==> config.mk <==
export PLATFORM = sky130hd
export DESIGN_NAME = even_clk_div
export DESIGN_NICKNAME = d
export VERILOG_FILES = /design/src/rtl/even_clk_div.sv
export SDC_FILE = /design/constraint.sdc
export NUM_CORES = 1
export LEC_CHECK = 0
export ABC_CLOCK_PERIOD_IN_PS = 2150
export CAP_MARGIN = 15
export CORE_AREA = 5 5 42 44
export CTS_BUF_LIST = sky130_fd_sc_hd__clkbuf_4 sky130_fd_sc_hd__clkbuf_8
export CTS_CLUSTER_DIAMETER = 30
export DETAILED_ROUTE_END_ITERATION = 8
export DIE_AREA = 0 0 47 49
export PLACE_DENSITY = 0.44
export SKIP_LAST_GASP = 1
export SLEW_MARGIN = 10
export SYNTH_ARGS = -nofsm -noshare
export SYNTH_HDL_FRONTEND = slang
export SYNTH_SLANG_ARGS = --single-unit
==> constraint.sdc <==
create_clock -name clk_in -period 2.15 [get_ports clk_in]
set_input_delay 0.43 -clock clk_in [delete_from_list [all_inputs] [get_ports clk_in]]
set_output_delay 0.43 -clock clk_in [all_outputs]
set_load 0.01 [all_outputs]
==> src/rtl/even_clk_div.sv <==
// Divide-by-2/4/8 built on a 3-bit down-counter; each output bit is a register bit.
// Latency: outputs change one clk_in edge after release; no backpressure (free-running clocks).
module even_div_cnt (
  input  logic clk_in,
  input  logic rst_n,
  output logic clk_out2,
  output logic clk_out4,
  output logic clk_out8
);

  logic [2:0] cnt;

  // Counting down from 000 makes every output rise together on the first edge.
  always_ff @(posedge clk_in or negedge rst_n) begin
    if (!rst_n) cnt <= 3'b000;
    else        cnt <= cnt - 3'd1;
  end

  assign clk_out2 = cnt[0];
  assign clk_out4 = cnt[1];
  assign clk_out8 = cnt[2];

endmodule

// Divide-by-2/4/8 built as a ripple chain of toggle flops, each clocked by the previous stage.
// Latency: stages ripple within one clk_in edge; no backpressure (free-running clocks).
module even_div_dff (
  input  logic clk_in,
  input  logic rst_n,
  output logic clk_out2,
  output logic clk_out4,
  output logic clk_out8
);

  always_ff @(posedge clk_in or negedge rst_n) begin
    if (!rst_n) clk_out2 <= 1'b0;
    else        clk_out2 <= ~clk_out2;
  end

  always_ff @(posedge clk_out2 or negedge rst_n) begin
    if (!rst_n) clk_out4 <= 1'b0;
    else        clk_out4 <= ~clk_out4;
  end

  always_ff @(posedge clk_out4 or negedge rst_n) begin
    if (!rst_n) clk_out8 <= 1'b0;
    else        clk_out8 <= ~clk_out8;
  end

endmodule

// Wrapper exposing both divider implementations side by side from one source clock.
// Latency: one clk_in edge; no backpressure. Outputs are generated clocks, not data.
module even_clk_div (
  input  logic clk_in,
  input  logic rst_n,
  output logic clk_out2,
  output logic clk_out4,
  output logic clk_out8,
  output logic dff_clk_out2,
  output logic dff_clk_out4,
  output logic dff_clk_out8
);

  even_div_cnt u_cnt (
    .clk_in   (clk_in),
    .rst_n    (rst_n),
    .clk_out2 (clk_out2),
    .clk_out4 (clk_out4),
    .clk_out8 (clk_out8)
  );

  even_div_dff u_dff (
    .clk_in   (clk_in),
    .rst_n    (rst_n),
    .clk_out2 (dff_clk_out2),
    .clk_out4 (dff_clk_out4),
    .clk_out8 (dff_clk_out8)
  );

endmodule

==> results of run 1 <==
-- worst paths after layout --
check,slack (ps),to
min reg2reg,440,u_cnt.cnt[0]$_DFF_PN0_
max in group asynchronous,1500,u_cnt.cnt[2]$_DFF_PN0_
max reg2reg,1270,u_cnt.cnt[2]$_DFF_PN0_
max,570,dff_clk_out2
min in group clk_in,440,u_cnt.cnt[0]$_DFF_PN0_
min,440,u_dff.clk_out2$_DFF_PN0_
-- layout make-up --
cell class	count	area share
inverters	6	0.07347
well taps	16	0.06531
clock buffers	3	0.07347
flip-flops and latches	6	0.4898
repair buffers	7	0.2286
multi-input cells	2	0.06939
-- cell families after synthesis --
logic type / count (synthesis) / synth area share
fa+ha+maj: 1 / 0.06451
flops: 6 / 0.7742
xor+xnor: 1 / 0.04517
buf+inv: 6 / 0.1161
-- synth_stat cells --
| library cell | number | area (sq um) |
|---|---|---|
| ha_1 | 1 | 12.51 |
| inv_1 | 6 | 22.52 |
| xor2_1 | 1 | 8.760 |
| dfrtp_1 | 6 | 150.1 |
-- power by group --
part           internal (mW)  leakage [nW]  switching [mW]  total, mW
registers             0.0757        0.0542               0     0.0757
clock network         0.0622        0.0138          0.0277     0.0899
logic                0.00161        0.0980         0.00203    0.00364
total                  0.140         0.166          0.0298      0.169
-- through the flow --
stage               cell area, sq um  total power, mW  cells  hold slack (ps)
floorplan                      193.9          0.07665     14            134.4
global placement               284.0          0.08021     37            429.7
detailed placement             284.0          0.08046     37            437.2
CTS                            306.5           0.1750     40            442.0
global route                   306.5           0.1764     40            454.4
finish                         306.5           0.1693     40            436.4
-- sequential cells by signal (all words and copies together), names as in the netlist --
register	flops
u_cnt.cnt	3
u_dff.clk_out2	1
u_dff.clk_out4	1
u_dff.clk_out8	1
-- per-layer routing --
layer | up-vias | track usage | wire, um
met4 | 0 | 0.05530 | 0
met2 | 8 | 0.04299 | 161
met1 | 58 | 0.04027 | 146
li1 | 57 | - | -
met3 | 0 | 0.01476 | 47
met5 | - | 0 | 0
==> out/qor.yml, run 1 <==
sta:
  max_slew_margin: 0.8216
  fmax_ghz: 0.6311
  fin_crit_sh: 0.7370
  fin_tns_setup_ps: 0
  untimed_endpoints: 4
  unclocked_pins: 2
  rsz0062_at_grt: "false"
  setup_viol: 0
  tightest_slew_ps: 266.8
  period_needed_ps: 1584
  hold_viol: 0
  skew_ps: 4.788
  layout_setup_ws_ps: 565.5
  timing.final.max_slew_violations: 0
setup_path:
  cp-end-kind: "primary output"
  path_delay_family: "buffers and inverters"
  crit_type: "register to primary output"
  cp_cell_sequence: "clkdlybuf4s50_1"
  r2r-start: "u_cnt.cnt[0]$_DFF_PN0_"
  cp_slowest_cell: "clkdlybuf4s50_1"
  worstRegToRegCells: 3
  worstPathArrival_ps: 1150
  cp-startpoint: "u_dff.clk_out2$_DFF_PN0_"
  critPathLaunchType: "register"
  path_buf_inv: 1
  cp_max_fo: 3
  max_stage_delay_ps: 560
  worstPathRequired_ps: 1720
  crit_cells: 1
synthesis:
  synth_area_sq_um: 193.9
  ys.warnings.count: 0
  synth_seq_cells: 6
  ys_seq_area_frac: 0.7742
  syn_nets: 17
  syn_inst: 14
  synth_cell_types: 4
  avgSynthCellArea_sq_um: 13.85
die:
  die_w_um: 47
  die_area_sq_um: 2303
  die_h_um: 49
  initial_utilization: 0.1384
  core_sq_um: 1401
  rows: 14
  ioPinCount: 8
final_layout:
  syn_to_final_growth_pct: 58.06
  fin_nets: 29
  layout_common_cells: "clkdlybuf4s50_1 (7), inv_1 (6), dfrtp_1 (6)"
  seq_area_sq_um: 150.1
  utilization: 0.2188
  multi_input_area_sq_um: 21.27
  drive_gt1_frac: 0.1250
  final_common_cell: "clkdlybuf4s50_1"
  antennaDiodeCount: 0
  fillers: 162
clock_tree:
  tritoncts: "done"
  post_cts_resized: 0
  cts_root_buf: "clkbuf_4"
  cts-htree-levels: 1
  cts_setup_buffers: 0
  clk_pin_slew_ps: 40
  insertion_delay_ps: 230
  clock_path_buffers: 2
  cts-buffers-inserted: 3
  hold_buffers: 0
drt:
  dr.pass1.iters: 1
  finalWirelength_um: 355
  routedWlPerCell_um: 8.875
  first_iter_violations: 0
  drcViolationCount: 0
  antenna_left: 0
  vias_per_cell: 3.075
  vias: 123
min_path:
  hp-class: "input pin to asynchronous set/reset pin"
grt:
  grt_pass1_wl_um: 572
  grt_max_degree: 7
  grt_pass1_vias: 148
  track_usage: 0.03754
  antenna_found_initial: 0
  grt-ovfl-total: 0
power:
  cellPowerDensity_nw_per_um2: 552.2
  p_leak_nw: 0.1660
  peakVddDrop_uv: 198.8
placement:
  gp_congestion: 0.6955
  place_ws_ps: 806.2
  hpwl_um: 293.4
  io_buffers: 7
status:
  status: "finished, final reports clean"
run:
  max_cap_violations: 0
Note: power is estimated with default switching activity, not from simulation.
==> run 2, diff against run 1 <==
- ABC_CLOCK_PERIOD_IN_PS: 2150 -> 1400
- PLACE_DENSITY: 0.44 -> 0.45
- clock period: 2.15 -> 1.4 ns (I/O delays scaled with it)
==> out/qor.yml, run 2 (synthesized netlist as in run 1, its figures left out) <==
grt:
  grt_max_degree: 7  # unchanged
  antenna_found_initial: 0  # unchanged
  track_usage: 0.04255  # +0.005018
  grt_pass1_vias: 168  # +14%
  grt-ovfl-total: 0  # unchanged
  grt_pass1_wl_um: 662  # +16%
setup_path:
  cp-end-kind: "primary output"
  critPathLaunchType: "register"
  max_stage_delay_ps: 390  # -170 ps
  cp_cell_sequence: "dlygate4sd2_1"
  cp_slowest_cell: "dfrtp_1"
  path_buf_inv: 1  # unchanged
  worstPathArrival_ps: 910  # -240 ps
  path_delay_family: "flip-flops"
  worstPathRequired_ps: 1120  # -600 ps
  cp_max_fo: 3  # unchanged
  crit_type: "register to primary output"
sta:
  fin_hold_ws_ps: 284.3  # -152.1 ps
  hold_viol: 0  # unchanged
  untimed_endpoints: 4  # unchanged
  skew_ps: 2.735  # -2.053 ps
  unclocked_pins: 2  # unchanged
  fin_crit_sh: 0.8524
  tightest_slew_ps: 263.1  # -3.686 ps
  setup_viol: 0  # unchanged
  rsz0062_at_grt: "false"
  max_slew_margin: 0.8241  # +0.002466
  fmax_ghz: 0.8380
  fin_tns_setup_ps: 0  # unchanged
  period_needed_ps: 1193
  timing.final.max_slew_violations: 0  # unchanged
die:
  core_sq_um: 1401  # unchanged
  die_area_sq_um: 2303  # unchanged
  rows: 14  # unchanged
  ioPinCount: 8  # unchanged
  die_w_um: 47  # unchanged
  initial_utilization: 0.1384  # unchanged
  die_h_um: 49  # unchanged
drt:
  dr.pass1.iters: 1  # unchanged
  routedWlPerCell_um: 8.625  # -2.8%
  vias: 130  # +5.7%
  antenna_left: 0  # unchanged
  first_iter_violations: 0  # unchanged
  vias_per_cell: 3.250  # +5.7%
  drcViolationCount: 0  # unchanged
  finalWirelength_um: 345  # -2.8%
power:
  p_sw_mw: 0.04857  # +63%
  power.internal_mw: 0.2145  # +54%
  pwr-share-comb: 0.021  # about the same
  p_sw_frac: 0.1846  # +0.008874
  pwr-share-clk: 0.537  # +0.006
  sequentialPowerShare: 0.442  # -0.005
  peakVddDrop_uv: 331.4  # +67%
  cellPowerDensity_nw_per_um2: 872.4  # +58%
  p_leak_nw: 0.1573  # -5.2%
final_layout:
  drive_gt1_frac: 0.1250  # unchanged
  utilization: 0.2152  # -0.003571
  fin_nets: 29  # unchanged
  layout_common_cells: "inv_1 (6), dfrtp_1 (6), dlygate4sd2_1 (4)"
  antennaDiodeCount: 0  # unchanged
  top_register: "u_cnt.cnt"
  largest_reg_flops: 3  # unchanged
  syn_to_final_growth_pct: 55.48
run:
  max_cap_violations: 0  # unchanged
clock_tree:
  clk_pin_slew_ps: 40  # about the same
  cts-htree-levels: 1  # unchanged
  clock_path_buffers: 2  # unchanged
  cts_setup_buffers: 0  # unchanged
  tritoncts: "done"
  insertion_delay_ps: 230  # about the same
  cts_root_buf: "clkbuf_4"
  cts-buffers-inserted: 3  # unchanged
status:
  status: "finished, final reports clean"
placement:
  io_buffers: 7  # unchanged
  gp_congestion: 0.6978  # +0.33%
  hpwl_um: 282.3  # -3.8%
min_path:
  hp-class: "input pin to asynchronous set/reset pin"
run 2: per-layer routing:
metal	routed length, um	vias up	GRT usage
met5	0	-	0
met4	11	0	0.05530
met3	56	2	0.02583
met2	131	10	0.04751
met1	145	60	0.04494
li1	-	58	-
run 2: stage by stage:
stage	area (sq um)	power [mW]	setup WS [ps]	cells
2_1_floorplan	193.9	0.1177	498.3	14
3_3_place_gp	284.0	0.1232	227.4	37
3_5_place_dp	284.0	0.1235	209.7	37
4_1_cts	301.5	0.2712	189.8	40
5_1_grt	301.5	0.2743	169.0	40
6_report	301.5	0.2631	206.6	40
run 2: power by group through the flow:
stage | logic, mW | clock network [mW] | registers [mW]
2_1_floorplan | 0.0000000674 | 0 | 0.118
6_report | 0.00555 | 0.141 | 0.116
5_1_grt | 0.00665 | 0.152 | 0.116
3_3_place_gp | 0.00557 | 0 | 0.118
3_5_place_dp | 0.00581 | 0 | 0.118
4_1_cts | 0.00584 | 0.149 | 0.116
run 2: area by class of cell:
type,count,area (sq um)
repair buffers,7,65.06
fillers,160,1100
flip-flops and latches,6,150.1
well taps,16,20.02
clock buffers,3,22.52
inverters,6,22.52
multi-input cells,2,21.27
run 2: what timing repair did:
| item | CTS | global route |
|---|---|---|
| hold buffers | 0 | 0 |
| resized for setup | 4 | 0 |
| endpoints found under the setup margin | 4 | 0 |
run 2: final timing paths:
kind	depth (start not counted)	end	startpoint	slack [ps]
setup / recovery	1	dff_clk_out2	u_dff.clk_out2$_DFF_PN0_	210
hold / removal	1	u_cnt.cnt[2]$_DFF_PN0_	rst_n	280
setup reg to reg	3	u_cnt.cnt[2]$_DFF_PN0_	u_cnt.cnt[0]$_DFF_PN0_	530
hold reg to reg	1	u_cnt.cnt[0]$_DFF_PN0_	u_cnt.cnt[0]$_DFF_PN0_	440
max in group asynchronous	1	u_cnt.cnt[1]$_DFF_PN0_	rst_n	910
min in group clk_in	1	u_cnt.cnt[0]$_DFF_PN0_	u_cnt.cnt[0]$_DFF_PN0_	440
run 2: worst register-to-register path, stage by stage, from the launching register on:
cell and delay (ps):
dfrtp_1 340, inv_1 60, ha_1 200, xor2_1 160
